<file path="config.mk">
export PLATFORM = sky130hd
export DESIGN_NAME = clock_monitor
export DESIGN_NICKNAME = d
export VERILOG_FILES = /design/src/rtl/clock_monitor.sv
export SDC_FILE = /design/constraint.sdc
export NUM_CORES = 1
export LEC_CHECK = 0
export CORE_ASPECT_RATIO = 1.4
export CORE_UTILIZATION = 40
export DETAILED_ROUTE_END_ITERATION = 7
export PLACE_DENSITY_LB_ADDON = 0.25
export SLEW_MARGIN = 20
export SYNTH_ARGS = -nofsm -noshare
export SYNTH_HDL_FRONTEND = slang
export SYNTH_SLANG_ARGS = --single-unit
</file>
<file path="constraint.sdc">
create_clock -name iclk -period 3.25 [get_ports iclk]
set_input_delay 0.4875 -clock iclk [delete_from_list [all_inputs] [get_ports iclk]]
set_output_delay 0.4875 -clock iclk [all_outputs]
set_load 0.02 [all_outputs]
</file>
<file path="src/rtl/clock_monitor.sv">
// clock_monitor: times half periods of a slow asynchronous square wave in the iclk
// domain, and reports per-edge measurements, frequency lock, faults and stuck input.
module clock_monitor #(
  parameter int CNT_W         = 32,
  parameter int EXPECTED_HALF = 6250000,
  parameter int TOLERANCE     = 625,
  parameter int LOCK_COUNT    = 4
) (
  input  logic             iclk,
  input  logic             irst_n,
  input  logic             isig,
  output logic             oedge_rise,
  output logic             oedge_fall,
  output logic             ovalid,
  output logic [CNT_W-1:0] ohalf_count,
  output logic             olocked,
  output logic             ofault,
  output logic             ostuck
);

  // state   | meaning
  // IDLE    | no reference edge since reset or timeout
  // MEASURE | timing half periods, counting consecutive good ones
  // LOCKED  | LOCK_COUNT good halves seen; any bad half drops lock
  localparam logic [1:0] IDLE    = 2'd0;
  localparam logic [1:0] MEASURE = 2'd1;
  localparam logic [1:0] LOCKED  = 2'd2;

  localparam int GOOD_W = $clog2(LOCK_COUNT + 1);

  typedef logic [CNT_W-1:0]  cnt_t;
  typedef logic [CNT_W:0]    ext_t;
  typedef logic [GOOD_W-1:0] good_t;

  localparam ext_t LO_LIM  = (EXPECTED_HALF > TOLERANCE) ? ext_t'(EXPECTED_HALF - TOLERANCE) : '0;
  localparam ext_t HI_LIM  = ext_t'(EXPECTED_HALF + TOLERANCE);
  localparam cnt_t CNT_MAX = '1;

  logic       sync1_q, sync2_q, prev_q;
  cnt_t       cnt_q, cnt_d;
  good_t      good_cnt_q, good_cnt_d, good_inc;
  logic [1:0] state_q, state_d;
  logic       edge_rise_q, edge_rise_d;
  logic       edge_fall_q, edge_fall_d;
  logic       valid_q, valid_d;
  cnt_t       half_q, half_d;
  logic       locked_q, locked_d;
  logic       fault_q, fault_d;
  logic       stuck_q, stuck_d;

  logic edge_det, m_good, timeout;
  ext_t m_ext;
  cnt_t m_sat;

  always_comb begin
    edge_det = (sync2_q != prev_q);
    m_ext    = ext_t'(cnt_q) + ext_t'(1);
    m_sat    = m_ext[CNT_W] ? CNT_MAX : m_ext[CNT_W-1:0];
    m_good   = (m_ext >= LO_LIM) && (m_ext <= HI_LIM);
    timeout  = !edge_det && (ext_t'(cnt_q) == HI_LIM);
    good_inc = good_cnt_q + good_t'(1);

    if (edge_det)             cnt_d = '0;
    else if (cnt_q == CNT_MAX) cnt_d = cnt_q;
    else                      cnt_d = cnt_q + cnt_t'(1);

    edge_rise_d = edge_det && sync2_q;
    edge_fall_d = edge_det && !sync2_q;
    state_d     = state_q;
    good_cnt_d  = good_cnt_q;
    valid_d     = 1'b0;
    fault_d     = 1'b0;
    half_d      = half_q;
    locked_d    = locked_q;
    stuck_d     = stuck_q;

    case (state_q)
      IDLE: begin
        // the interval ending at this edge has no start reference, so it is not reported
        if (edge_det) begin
          state_d    = MEASURE;
          stuck_d    = 1'b0;
          good_cnt_d = '0;
        end else if (timeout) begin
          stuck_d = 1'b1;
        end
      end
      MEASURE: begin
        if (edge_det) begin
          valid_d = 1'b1;
          half_d  = m_sat;
          if (m_good) begin
            good_cnt_d = good_inc;
            if (good_inc == good_t'(LOCK_COUNT)) begin
              state_d  = LOCKED;
              locked_d = 1'b1;
            end
          end else begin
            good_cnt_d = '0;
          end
        end else if (timeout) begin
          state_d    = IDLE;
          stuck_d    = 1'b1;
          locked_d   = 1'b0;
          good_cnt_d = '0;
        end
      end
      LOCKED: begin
        if (edge_det) begin
          valid_d = 1'b1;
          half_d  = m_sat;
          if (!m_good) begin
            state_d    = MEASURE;
            fault_d    = 1'b1;
            locked_d   = 1'b0;
            good_cnt_d = '0;
          end
        end else if (timeout) begin
          state_d    = IDLE;
          stuck_d    = 1'b1;
          locked_d   = 1'b0;
          good_cnt_d = '0;
        end
      end
      default: begin
        state_d    = IDLE;
        locked_d   = 1'b0;
        good_cnt_d = '0;
      end
    endcase
  end

  always_ff @(posedge iclk or negedge irst_n) begin
    if (!irst_n) begin
      sync1_q     <= 1'b0;
      sync2_q     <= 1'b0;
      prev_q      <= 1'b0;
      cnt_q       <= '0;
      good_cnt_q  <= '0;
      state_q     <= IDLE;
      edge_rise_q <= 1'b0;
      edge_fall_q <= 1'b0;
      valid_q     <= 1'b0;
      half_q      <= '0;
      locked_q    <= 1'b0;
      fault_q     <= 1'b0;
      stuck_q     <= 1'b0;
    end else begin
      sync1_q     <= isig;
      sync2_q     <= sync1_q;
      prev_q      <= sync2_q;
      cnt_q       <= cnt_d;
      good_cnt_q  <= good_cnt_d;
      state_q     <= state_d;
      edge_rise_q <= edge_rise_d;
      edge_fall_q <= edge_fall_d;
      valid_q     <= valid_d;
      half_q      <= half_d;
      locked_q    <= locked_d;
      fault_q     <= fault_d;
      stuck_q     <= stuck_d;
    end
  end

  assign oedge_rise  = edge_rise_q;
  assign oedge_fall  = edge_fall_q;
  assign ovalid      = valid_q;
  assign ohalf_count = half_q;
  assign olocked     = locked_q;
  assign ofault      = fault_q;
  assign ostuck      = stuck_q;

endmodule

</file>
======== Word-level counts from Yosys, hierarchy flattened ========
Cells that the tools add are included.
cells by class
  bitwise logic cells ..................... 1
  magnitude comparators ................... 2
  muxes and demuxes ....................... 34
  equal/unequal tests ..................... 12
  reductions and logical operators ........ 14
  add/subtract/negate cells ............... 3
operator list
  operator                                                              count
  two-way mux 32 bit                                                    3
  adder 32 x 1 -> 33 bit (second input constant)                        1
  greater-or-equal comparator 33 x 23 -> 1 bit (second input constant)  1
  <= comparator 33 x 23 -> 1 bit (second input constant)                1
  adder 32 x 1 -> 32 bit (second input constant)                        1
  equality test 32 x 23 -> 1 bit (second input constant)                1
  equality test 32 bit (second input constant)                          1
  two-way mux 3 bit                                                     6
  two-way mux 1 bit                                                     14
  two-way mux 2 bit                                                     7
  inequality test 3 bit (second input constant)                         3
  case mux 3 bit (3 select lines)                                       1
  AND reduction 4 bit                                                   2
  inequality test 2 bit (second input constant)                         3
  case mux 2 bit (3 select lines)                                       1
  AND reduction 2 bit                                                   3
  logical AND 1 bit                                                     4
  adder 3 x 1 -> 3 bit (second input constant)                          1
  equality test 3 bit (second input constant)                           1
  case mux 1 bit (3 select lines)                                       1
  equality test 2 x 1 -> 1 bit (second input constant)                  1
  equality test 2 bit (second input constant)                           1
  zero test 1 bit                                                       2
  zero test 2 bit                                                       1
  other kinds (5)                                                       5
storage, ports and cells
  register bits ........................... 78
  output and inout bits ................... 38
  bits of input ports ..................... 3

======== Longest topological paths before layout ========
  depth in word-level cells ............... 6
  mapped depth ............................ 13
  gate-level depth less buffers ........... 11

======== Worst setup path after synthesis ========
Ideal clock, no wire load.
  path type ............................... reg-to-reg
  start point ............................. register cnt_q[4]
  end point ............................... register state_q[1]
  stages on the path, launching flop included .. 13
  buffers on the path ..................... 2
  slack ................................... 194 ps
  arrival time ............................ 2935 ps
  setup time .............................. 120 ps
  data required time ...................... 3130 ps
  cells stage by stage .................... dfrtp_1 buf_2 and4_1 buf_4 nand4_4 or4_4 and2_4 o221a_1 a221oi_2 nor2_1 o21a_1 o311a_1 a41o_1
on the way
  longest elaborated chain between the ends .. 5
  elaborated cells on any way between the ends .. 13
  classes of those cells .................. add/sub: 1; order compare: 2; eq/ne: 3; mux: 4; reduce/logical: 3
ends and longest elaborated chain
  item                                                                                     line    source
  from (decl)                                                                              40      cnt_t cnt_q, cnt_d;
  from (signal assigned)                                                                   152     cnt_q <= cnt_d;
  adder 32 x 1 -> 33 bit / equality test 32 x 23 -> 1 bit (equally long branches)          57, 60
  greater-or-equal comparator 33 x 23 -> 1 bit (tied with other cells)                     59      m_good = (m_ext >= LO_LIM) && (m_ext <= HI_LIM);
  logical AND 1 bit / two-way mux 2 bit (equally long branches)                            n/a
  inequality test 3 bit (no line) (tied with other cells)                                  n/a
  AND reduction 4 bit (no line) / case mux 2 bit (3 select lines) (equally long branches)  n/a
  to (signal assigned)                                                                     154     state_q <= state_d;
  to (decl)                                                                                42      logic [1:0] state_q, state_d;
Parallel ways exist; a longest one is shown, timed or not.
A chain may end at the register's enable or synchronous reset.

======== Worst setup path in the final report ========
  start point ............................. register cnt_q[5]
  end point ............................... register state_q[1]
Same word-level chain as after synthesis.

==> results_dict.tcl <==
set metrics [dict create \
    drive_gt1_frac 0.181 \
    async_flop_share 1.00 \
    antenna_found_initial 0 \
    hold_viol_final 0 \
    min_period_ns 3.06 \
    worstPathArrival_ns 3.30 \
    overflow 0 \
    root_buffer "clkbuf_16" \
    final_cell_mix "dfrtp_1 (75), nor2_1 (58), buf_4 (53), nand2_1 (39), clkdlybuf4s50_1 (39)" \
    cp_slowest_stage_delay_ns 0.50 \
    synth-simple-area-share 0.232 \
    dieArea_um2 11200 \
    h-tree-depth 3 \
    synth_edf_count 0 \
    finalWorstSetupSlack_ns 0.185 \
    drc 0 \
    die_width_um 89.9 \
    syn_inst 482 \
    swShare 0.324 \
    clockBufferDepth 2 \
    final_area_um2 5560 \
    post_drt_wl_per_cell_um 17.5 \
    cts_sinks 78 \
    dp_hpwl_mm 8.79 \
    synth-seq-cells 78 \
    start_kind "flop" \
    vdd_drop_max_uv 270 \
    outcome "finished clean" \
    setup_viol 0 \
    power_density_nw_per_um2 581 \
    hold_ws_ns 0.292 \
    initial_core_util 0.414 \
    netlist_area_um2 4330 \
    ys.flop_type "dfrtp_1" \
    synth_compound_area_frac 0.177 \
    power_frac_comb 0.306 \
    ios 41 \
    cp_slowest_cell "or4_1" \
    p_seq_frac 0.378 \
    drt_iter0_markers 256 \
    core_um2 10500 \
    place.gp.congestion 0.908 \
    antennaDiodeCount 0 \
    r2r_slack_ns 0.19 \
    maxCapViolations 0 \
    ys_types 60 \
    p_leak_uw 0.00231 \
    synth_seq_area_share 0.451 \
    place_area_um2 5110 \
    grt_pass1_vias 3750 \
    cpLargestDelayFamily "simple AND/OR/NAND/NOR gates" \
    p_switching_uw 1050 \
    synth_mux_area_frac 0.00491 \
    synth_adder_area_share 0.0347 \
    cp_cell_sequence "and4_4, nand4_4, buf_4, or4_1, and4_1, o21ai_0, nor4_4, buf_4, nand2_1, nor2_1, o311a_1, a41o_1" \
    cts.clk_slew.worst_paths_ns 0.06 \
    synth_nets 497 \
    n_fill_cell 986 \
    critPathRequiredTime_ns 3.48 \
    post-route-period-util 0.943 \
    track_usage 0.223 \
    cts_made_buffers 9 \
    final_nets 567 \
    die_h_um 125 \
    crit_buf_inv 2 \
    syn_to_final_growth_pct 28.4 \
    clk_latency_ns 0.35 \
    utilization 0.531 \
    drtPass1Iterations 5 \
    grt_pass1_wl_mm 19.5 \
    p_int_uw 2180 \
    slew_viol_final 0 \
    dp_slack_ns -0.0604 \
    rows 44 \
    ctsHoldBuffers 0 \
    cts_tree "done" \
    finClkSkew_ns 0.0139 \
    ys_warn_count 0 \
    max_slew_margin 0.362 \
    worst_pin_slew_ns 0.958 \
    mostFrequentLayoutCell "dfrtp_1" \
    rsz0062_at_grt "no" \
    path_common_cell "buf_4" \
    finalPower_uw 3230 \
    synth_area_per_cell_um2 8.98 \
    synth_xor_area_frac 0.0486 \
    path_max_fanout 9 \
    synth_top_family_by_area "simple AND/OR/NAND/NOR gates" \
    end_kind "flop" \
    num_vias 3869 \
    wirelength_mm 12.2 \
    crit_type "reg2reg" \
    viasPerCell 5.57 \
    io_buffers 40 \
    clkPwrFrac 0.316 \
    hold_path.class "in2async" \
    antenna_left 0 \
    fmax_mhz 326 \
    grt_max_degree 79 \
]
==> power by group through the flow <==
| stage | Clock, uW | Sequential [uW] | Combinational (uW) |
|---|---|---|---|
| floorplan | 0 | 1420 | 369 |
| global placement | 0 | 1240 | 993 |
| detailed placement | 0 | 1240 | 995 |
| CTS | 1050 | 1220 | 995 |
| global route | 1090 | 1250 | 1070 |
| finish | 1020 | 1220 | 987 |
==> path summary, 6_finish.rpt <==
check	end	depth (start not counted)	startpoint
min	sync1_q$_DFF_PN0_	1	irst_n
max reg2reg	state_q[1]$_DFFE_PN0P_	12	cnt_q[5]$_DFFE_PN0P_
min reg2reg	sync2_q$_DFF_PN0_	0	sync1_q$_DFF_PN0_
min in group iclk	sync2_q$_DFF_PN0_	0	sync1_q$_DFF_PN0_
max	state_q[1]$_DFFE_PN0P_	12	cnt_q[5]$_DFFE_PN0P_
max in group asynchronous	cnt_q[5]$_DFFE_PN0P_	1	irst_n
==> sequential cells by signal, indices dropped and copies added, names as in the netlist <==
| name | cells |
|---|---|
| olocked | 1 |
| ovalid | 1 |
| cnt_q | 32 |
| prev_q | 1 |
| sync2_q | 1 |
| oedge_rise | 1 |
| ohalf_count | 32 |
| good_cnt_q | 3 |
| ofault | 1 |
| sync1_q | 1 |
| state_q | 2 |
| ostuck | 1 |
| oedge_fall | 1 |
==> final cells by class <==
| type | count | area (um2) | area share |
|---|---|---|---|
| multi-input combinational | 351 | 2260 | 0.406 |
| clock buffer | 9 | 225 | 0.0405 |
| tap | 138 | 173 | 0.0311 |
| clock inverter | 7 | 82.6 | 0.0149 |
| inverter | 20 | 75.1 | 0.0135 |
| sequential | 78 | 1960 | 0.352 |
| timing repair buffer | 92 | 788 | 0.142 |
==> per-stage QoR <==
step | cells | TNS (ns)
2_1_floorplan | 482 | 0
3_3_place_gp | 674 | 0
3_5_place_dp | 674 | -0.0604
4_1_cts | 690 | 0
5_1_grt | 695 | 0
6_report | 695 | 0
==> repair_timing <==
item / CTS / global route
gates resized for setup: 1 / 23
pin swaps: 1 / 10
buffers inserted: 0 / 4
endpoints found under the setup margin: 1 / 6
gates cloned: 0 / 1
==> Yosys cell counts (3+ instances only) <==
cell type  count  area, um2
a21oi_1       28        140
buf_2          8       40.0
buf_4          3       22.5
or4_1          3       22.5
ha_1          12        150
and4_1         5       43.8
a31oi_1       25        156
inv_1         18       67.6
xnor2_1       11       96.3
or3_1          7       43.8
dfrtp_1       78       1950
and3_1        11       68.8
o31ai_1       10       75.1
a211oi_1       4       30.0
o21ai_0       22        110
and2_1         6       37.5
nor3_1         8       40.0
nor2_1        59        221
nor4_1        11       68.8
xor2_1        13        114
nand3_1       16       80.1
nand4_1       13       81.3
clkbuf_1      23       86.3
nand2_1       39        146
==> kinds of logic after synthesis <==
kind of cell	after synthesis
XOR/XNOR	24
AND/OR/NAND/NOR	195
flip-flops	78
buffers and inverters	54
multiplexers	2
adder cells (fa/ha/maj)	12
AO/OA/AOI/OAI	117
==> worst reg2reg max path, stage by stage, from the launching register on <==
cell	delay (ns)
dfrtp_2	0.42
and4_4	0.29
nand4_4	0.13
buf_4	0.20
or4_1	0.50
and4_1	0.20
o21ai_0	0.28
nor4_4	0.09
buf_4	0.14
nand2_1	0.09
nor2_1	0.07
o311a_1	0.34
a41o_1	0.20
==> routing by layer <==
metal  wire (um)  vias to the layer above  GRT usage
met4         436                        0      0.118
li1            -                     1881          -
met3         378                       32     0.0365
met2        6110                      109      0.377
met5           0                        -          0
met1        5240                     1847      0.272
Note: power is estimated with default switching activity, not from simulation.
